## src/rtl/ibex_instr_bus_buffer.sv

```systemverilog
// Registered slice between the icache fetch port and instruction memory.
// Caps fetches in flight and flags memory responses that arrive with nothing outstanding.
module ibex_instr_bus_buffer #(
  parameter int BusSize        = 32,
  parameter int NumOutstanding = 2
) (
  input  logic               clk_i,
  input  logic               rst_i,
  input  logic               host_req_i,
  output logic               host_gnt_o,
  input  logic [31:0]        host_addr_i,
  output logic               host_rvalid_o,
  output logic [BusSize-1:0] host_rdata_o,
  output logic               host_err_o,
  output logic               mem_req_o,
  input  logic               mem_gnt_i,
  output logic [31:0]        mem_addr_o,
  input  logic               mem_rvalid_i,
  input  logic [BusSize-1:0] mem_rdata_i,
  input  logic               mem_err_i,
  output logic               busy_o,
  output logic               rsp_unexpected_o
);

  localparam int CntW = $clog2(NumOutstanding + 1);
  localparam logic [CntW:0]   MaxOcc = NumOutstanding[CntW:0];
  localparam logic [CntW-1:0] CntOne = 1;

  logic            req_valid_q;
  logic [31:0]     addr_q;
  logic [CntW-1:0] cnt_q;
  logic [CntW:0]   occupancy;
  logic            accept;
  logic            mem_fire;
  logic            rsp_dec;

  assign occupancy = {1'b0, cnt_q} + {{CntW{1'b0}}, req_valid_q};
  // Gate on rst_i so the grant is low while reset is held, whatever the cache drives.
  assign accept    = host_req_i && !rst_i && (occupancy < MaxOcc) &&
                     (!req_valid_q || mem_gnt_i);
  assign mem_fire  = req_valid_q && mem_gnt_i;
  assign rsp_dec   = mem_rvalid_i && (cnt_q != '0);

  assign host_gnt_o = accept;
  assign mem_req_o  = req_valid_q;
  assign mem_addr_o = addr_q;
  assign busy_o     = req_valid_q || (cnt_q != '0) || host_rvalid_o;

  always_ff @(posedge clk_i or posedge rst_i) begin
    if (rst_i) begin
      req_valid_q <= 1'b0;
      addr_q      <= '0;
      cnt_q       <= '0;
    end else begin
      if (accept) begin
        req_valid_q <= 1'b1;
        addr_q      <= host_addr_i;
      end else if (mem_gnt_i) begin
        req_valid_q <= 1'b0;
      end
      if (mem_fire && !rsp_dec) begin
        cnt_q <= cnt_q + CntOne;
      end else if (!mem_fire && rsp_dec) begin
        cnt_q <= cnt_q - CntOne;
      end
    end
  end

  // Responses are never stalled: the cache must take every rvalid.
  always_ff @(posedge clk_i or posedge rst_i) begin
    if (rst_i) begin
      host_rvalid_o    <= 1'b0;
      host_rdata_o     <= '0;
      host_err_o       <= 1'b0;
      rsp_unexpected_o <= 1'b0;
    end else begin
      host_rvalid_o <= mem_rvalid_i;
      if (mem_rvalid_i) begin
        host_rdata_o <= mem_rdata_i;
        host_err_o   <= mem_err_i;
        if (cnt_q == '0) begin
          rsp_unexpected_o <= 1'b1;
        end
      end
    end
  end

endmodule

```

## config.mk

```make
export PLATFORM = sky130hd
export DESIGN_NAME = ibex_instr_bus_buffer
export DESIGN_NICKNAME = d
export VERILOG_FILES = /design/src/rtl/ibex_instr_bus_buffer.sv
export SDC_FILE = /design/constraint.sdc
export NUM_CORES = 1
export LEC_CHECK = 0
export BUFFER_PORTS_ARGS = -buffer_cell sky130_fd_sc_hd__buf_4
export CELL_PAD_IN_SITES_DETAIL_PLACEMENT = 0
export CELL_PAD_IN_SITES_GLOBAL_PLACEMENT = 2
export CORE_AREA = 8 8 102 104
export DETAILED_ROUTE_END_ITERATION = 6
export DIE_AREA = 0 0 110 112
export PLACE_DENSITY = 0.85
export SLEW_MARGIN = 0
export SYNTH_ARGS = -nofsm -noshare
export SYNTH_HDL_FRONTEND = slang
export SYNTH_SLANG_ARGS = --single-unit
```

## constraint.sdc

```tcl
create_clock -name clk_i -period 6.7 [get_ports clk_i]
set_input_delay 1.34 -clock clk_i [delete_from_list [all_inputs] [get_ports clk_i]]
set_output_delay 1.34 -clock clk_i [all_outputs]
set_load 0.005 [all_outputs]
```

==> metrics.txt <==
# TYPE chip_impl_metric gauge
chip_impl_metric{name="number_of_antenna_violations_at_the_first_check_in_global_routing",unit=""} 0
chip_impl_metric{name="finalSetupViolations",unit=""} 0
chip_impl_info{name="outcome",value="complete, no violations"} 1
chip_impl_metric{name="reg2regPathDepth",unit=""} 4
chip_impl_info{name="cts_tree",value="built"} 1
chip_impl_metric{name="maxCapViolCount",unit=""} 0
chip_impl_metric{name="pwr-share-comb",unit=""} 0.307
chip_impl_metric{name="p_clk_frac",unit=""} 0.245
chip_impl_metric{name="residual_antenna_violating_net_count_after_detailed_routing",unit=""} 0
chip_impl_metric{name="cts_htree_levels",unit=""} 3
chip_impl_metric{name="globalRouteTotalUtil",unit=""} 0.110
chip_impl_metric{name="num_io_pins",unit=""} 140
chip_impl_metric{name="vias_in_the_first_global_route",unit=""} 2005
chip_impl_metric{name="clock.fmax",unit="MHz"} 263
chip_impl_metric{name="critical_path_required",unit="ns"} 5.36
chip_impl_metric{name="pre_cts_ws",unit="ns"} 2.87
chip_impl_metric{name="power_switching_share",unit=""} 0.262
chip_impl_metric{name="timing.setup.tns",unit="ns"} 0
chip_impl_info{name="final_cell_mix",value="sky130_fd_sc_hd__buf_4, sky130_fd_sc_hd__dfrtp_1, sky130_fd_sc_hd__mux2_2, sky130_fd_sc_hd__clkbuf_8"} 1
chip_impl_metric{name="route.detailed.drc",unit=""} 0
chip_impl_metric{name="reg2reg_setup_slack",unit="ns"} 4.79
chip_impl_info{name="clock_tree.root_cell",value="sky130_fd_sc_hd__clkbuf_8"} 1
chip_impl_metric{name="port-buffer-count",unit=""} 139
chip_impl_metric{name="cts_post_setup_buffers_inserted",unit=""} 0
chip_impl_info{name="type_of_the_setup_path_with_the_least_slack",value="in2out"} 1
chip_impl_metric{name="clkSinkCount",unit=""} 70
chip_impl_metric{name="die_height",unit="µm"} 112
chip_impl_metric{name="area_fraction_in_compound_gates_after_synthesis",unit=""} 0.0211
chip_impl_info{name="synth.largest_area_cell",value="sky130_fd_sc_hd__dfrtp_1"} 1
chip_impl_info{name="mostFrequentLayoutCell",value="sky130_fd_sc_hd__buf_4"} 1
chip_impl_metric{name="ratio_of_cells_with_drive_above_1_in_the_final_layout",unit=""} 0.719
chip_impl_metric{name="synth.lib_cells_used.distinct",unit=""} 17
chip_impl_metric{name="std_cell_rows",unit=""} 35
chip_impl_metric{name="grt_start_max_net_pins",unit=""} 71
chip_impl_info{name="r2r-end",value="mem_addr_o[27]"} 1
chip_impl_metric{name="routed_via_density",unit=""} 4.36
chip_impl_metric{name="power_density",unit="nW/µm²"} 346
chip_impl_metric{name="cts-hold-fix-buffers",unit=""} 0
chip_impl_metric{name="post_synth_inst_count",unit=""} 160
chip_impl_metric{name="post-route-util",unit=""} 0.452
chip_impl_metric{name="p_int",unit="mW"} 1.03
chip_impl_metric{name="synthXorXnorAreaFrac",unit=""} 0.00983
chip_impl_metric{name="area_share_of_the_leading_cell_type_in_the_synthesized_netlist",unit=""} 0.655
chip_impl_metric{name="path_clk_slew",unit="ns"} 0.07
chip_impl_info{name="cp-start-kind",value="primary input"} 1
chip_impl_metric{name="clock_latency",unit="ns"} 0.33
chip_impl_metric{name="floorplan.core_area",unit="µm²"} 8890
chip_impl_metric{name="total_power",unit="mW"} 1.39
chip_impl_metric{name="via_count",unit=""} 1835
chip_impl_metric{name="hpwl",unit="µm"} 5060
chip_impl_metric{name="final_nets",unit=""} 376
chip_impl_metric{name="drtIter0Drc",unit=""} 103
chip_impl_metric{name="min_period_over_period",unit=""} 0.568
chip_impl_metric{name="synthMuxAreaShare",unit=""} 0.274
chip_impl_metric{name="worst_slew_pin_slew",unit="ns"} 0.872
chip_impl_metric{name="die_area",unit="µm²"} 12300
chip_impl_info{name="startpoint_of_the_worst_setup_timing_path",value="mem_gnt_i"} 1
chip_impl_metric{name="synth_simple_gate_area_share",unit=""} 0.0131
chip_impl_metric{name="static-leakage-power",unit="nW"} 1.93
chip_impl_metric{name="place_inst",unit=""} 405
chip_impl_metric{name="cts_inserted_buffers",unit=""} 9
chip_impl_info{name="critical_path.endpoint",value="host_gnt_o"} 1
chip_impl_metric{name="power.sequential.fraction",unit=""} 0.448
chip_impl_metric{name="power.switching",unit="µW"} 365
chip_impl_metric{name="worst_slew_margin_rel",unit=""} 0.419
chip_impl_metric{name="synthAdderAreaFrac",unit=""} 0.00468
chip_impl_metric{name="synth_area_per_cell",unit="µm²"} 16.7
chip_impl_metric{name="grt.overflow.total",unit=""} 0
chip_impl_info{name="reg2reg_from",value="cnt_q[0]"} 1
chip_impl_metric{name="min_period",unit="ns"} 3.81
chip_impl_metric{name="detail_route.first_pass.iterations",unit=""} 3
chip_impl_metric{name="gp_congestion",unit=""} 0.665
chip_impl_metric{name="timing.hold.ws",unit="ns"} 0.482
chip_impl_metric{name="timing.critical_path.arrival",unit="ns"} 2.47
chip_impl_metric{name="postLayoutCellArea",unit="µm²"} 4020
chip_impl_metric{name="drv_slew",unit=""} 0
chip_impl_metric{name="quantity_of_gates_resized_following_cts",unit=""} 0
chip_impl_metric{name="drt-wirelength-per-cell",unit="µm"} 15.9
chip_impl_metric{name="instance_count_along_the_most_critical_hold_path",unit=""} 1
chip_impl_metric{name="synth_sequential_area_ratio",unit=""} 0.655
chip_impl_metric{name="hold_viol_final",unit=""} 0
chip_impl_metric{name="worst_path_max_fanout",unit=""} 33
chip_impl_metric{name="finalWirelength",unit="µm"} 6690
chip_impl_metric{name="detailed_place.area",unit="µm²"} 3820
chip_impl_metric{name="finClkSkew",unit="ns"} 0.00755
chip_impl_metric{name="ys_warn_count",unit=""} 0
chip_impl_metric{name="postLayoutSetupSlackWorst",unit="ns"} 2.89
chip_impl_metric{name="yosys_register_bits",unit=""} 70
chip_impl_info{name="timing.critical_path.to_type",value="output port"} 1
chip_impl_metric{name="die_w",unit="µm"} 110
chip_impl_metric{name="syn_nets",unit=""} 231
chip_impl_info{name="rsz0062_at_grt",value="false"} 1
chip_impl_metric{name="max-vdd-ir-drop",unit="µV"} 136
chip_impl_metric{name="area.growth.synth_to_final",unit="%"} 50.4
chip_impl_metric{name="initial_utilization",unit=""} 0.301
chip_impl_metric{name="global_route_wire_length_before_repair",unit="µm"} 10500
chip_impl_info{name="synth_top_family_by_area",value="multiplexers"} 1
chip_impl_metric{name="post_layout_nonfiller_instances",unit=""} 421
chip_impl_info{name="timing.hold.worst.class",value="reg2reg"} 1
chip_impl_metric{name="bufs_on_longest_clock_path",unit=""} 2
chip_impl_metric{name="synth_area",unit="µm²"} 2670
chip_impl_metric{name="antenna-diode-count",unit=""} 0
chip_impl_info{name="synth.area.top_cells",value="sky130_fd_sc_hd__dfrtp_1, sky130_fd_sc_hd__mux2_2, sky130_fd_sc_hd__buf_6"} 1
==> logic make-up (layout without fill, tap and decap cells) <==
family                   count (synthesis)  count (layout)
AND/OR/NAND/NOR                          6               6
adder cells (fa/ha/maj)                  1               1
XOR/XNOR                                 3               3
buffers and inverters                   10             160
multiplexers                            65              65
AO/OA/AOI/OAI                            5               5
flip-flops                              70              70
==> sequential cells by signal, summed over array words and instances, names as in the netlist <==
name and flops:
host_rvalid_o 1, mem_addr_o 32, host_rdata_o 32, host_err_o 1, mem_req_o 1, cnt_q 2
rsp_unexpected_o 1
==> routing by layer <==
| layer | vias to the layer above | part of all wire | GRT usage |
|---|---|---|---|
| met1 | 915 | 0.35 | 0.116 |
| met3 | 6 | 0.11 | 0.0549 |
| met5 | - | 0 | 0 |
| met2 | 67 | 0.53 | 0.186 |
| li1 | 847 | - | - |
| met4 | 0 | 0.0097 | 0.0324 |
==> worst min-delay path by stage <==
stage | start | end | slack (ns)
2_1_floorplan | rsp_unexpected_o | rsp_unexpected_o | 0.45
3_3_place_gp | rsp_unexpected_o | rsp_unexpected_o | 0.44
3_5_place_dp | rsp_unexpected_o | rsp_unexpected_o | 0.48
4_1_cts | rsp_unexpected_o | rsp_unexpected_o | 0.50
5_1_grt | rsp_unexpected_o | rsp_unexpected_o | 0.52
6_report | rsp_unexpected_o | rsp_unexpected_o | 0.48
==> worst max-delay path, cell delays in order <==
cell and delay (ns):
sky130_fd_sc_hd__buf_4 0.11, sky130_fd_sc_hd__nand2b_4 0.06, sky130_fd_sc_hd__a2111oi_4 0.33, sky130_fd_sc_hd__buf_4 0.42, sky130_fd_sc_hd__buf_4 0.19
==> power groups by stage <==
stage	combinational, mW	clock, mW	sequential [mW]
final	0.428	0.341	0.624
after global routing	0.465	0.375	0.646
after CTS	0.443	0.357	0.627
after detailed placement	0.443	0	0.635
after global placement	0.435	0	0.629
after floorplan	0.171	0	0.636
==> synth_stat cells, drive strengths merged <==
cell,number
dfrtp,70
mux2,65
clkbuf,4
buf,3
inv,3
nor2,3
a2111oi,2
a21o,2
xor2,2
and2,1
ha,1
nand2,1
nand2b,1
o21ai,1
xnor2,1
==> layout make-up <==
cell class | instances | area [µm²]
fillers | 851 | 4870
flip-flops and latches | 70 | 1750
repair buffers | 141 | 1060
multi-input cells | 80 | 862
clock buffers | 12 | 155
well taps | 111 | 139
clock inverters | 4 | 45.0
inverters | 3 | 11.3
Power figures use the tool's default switching activity.
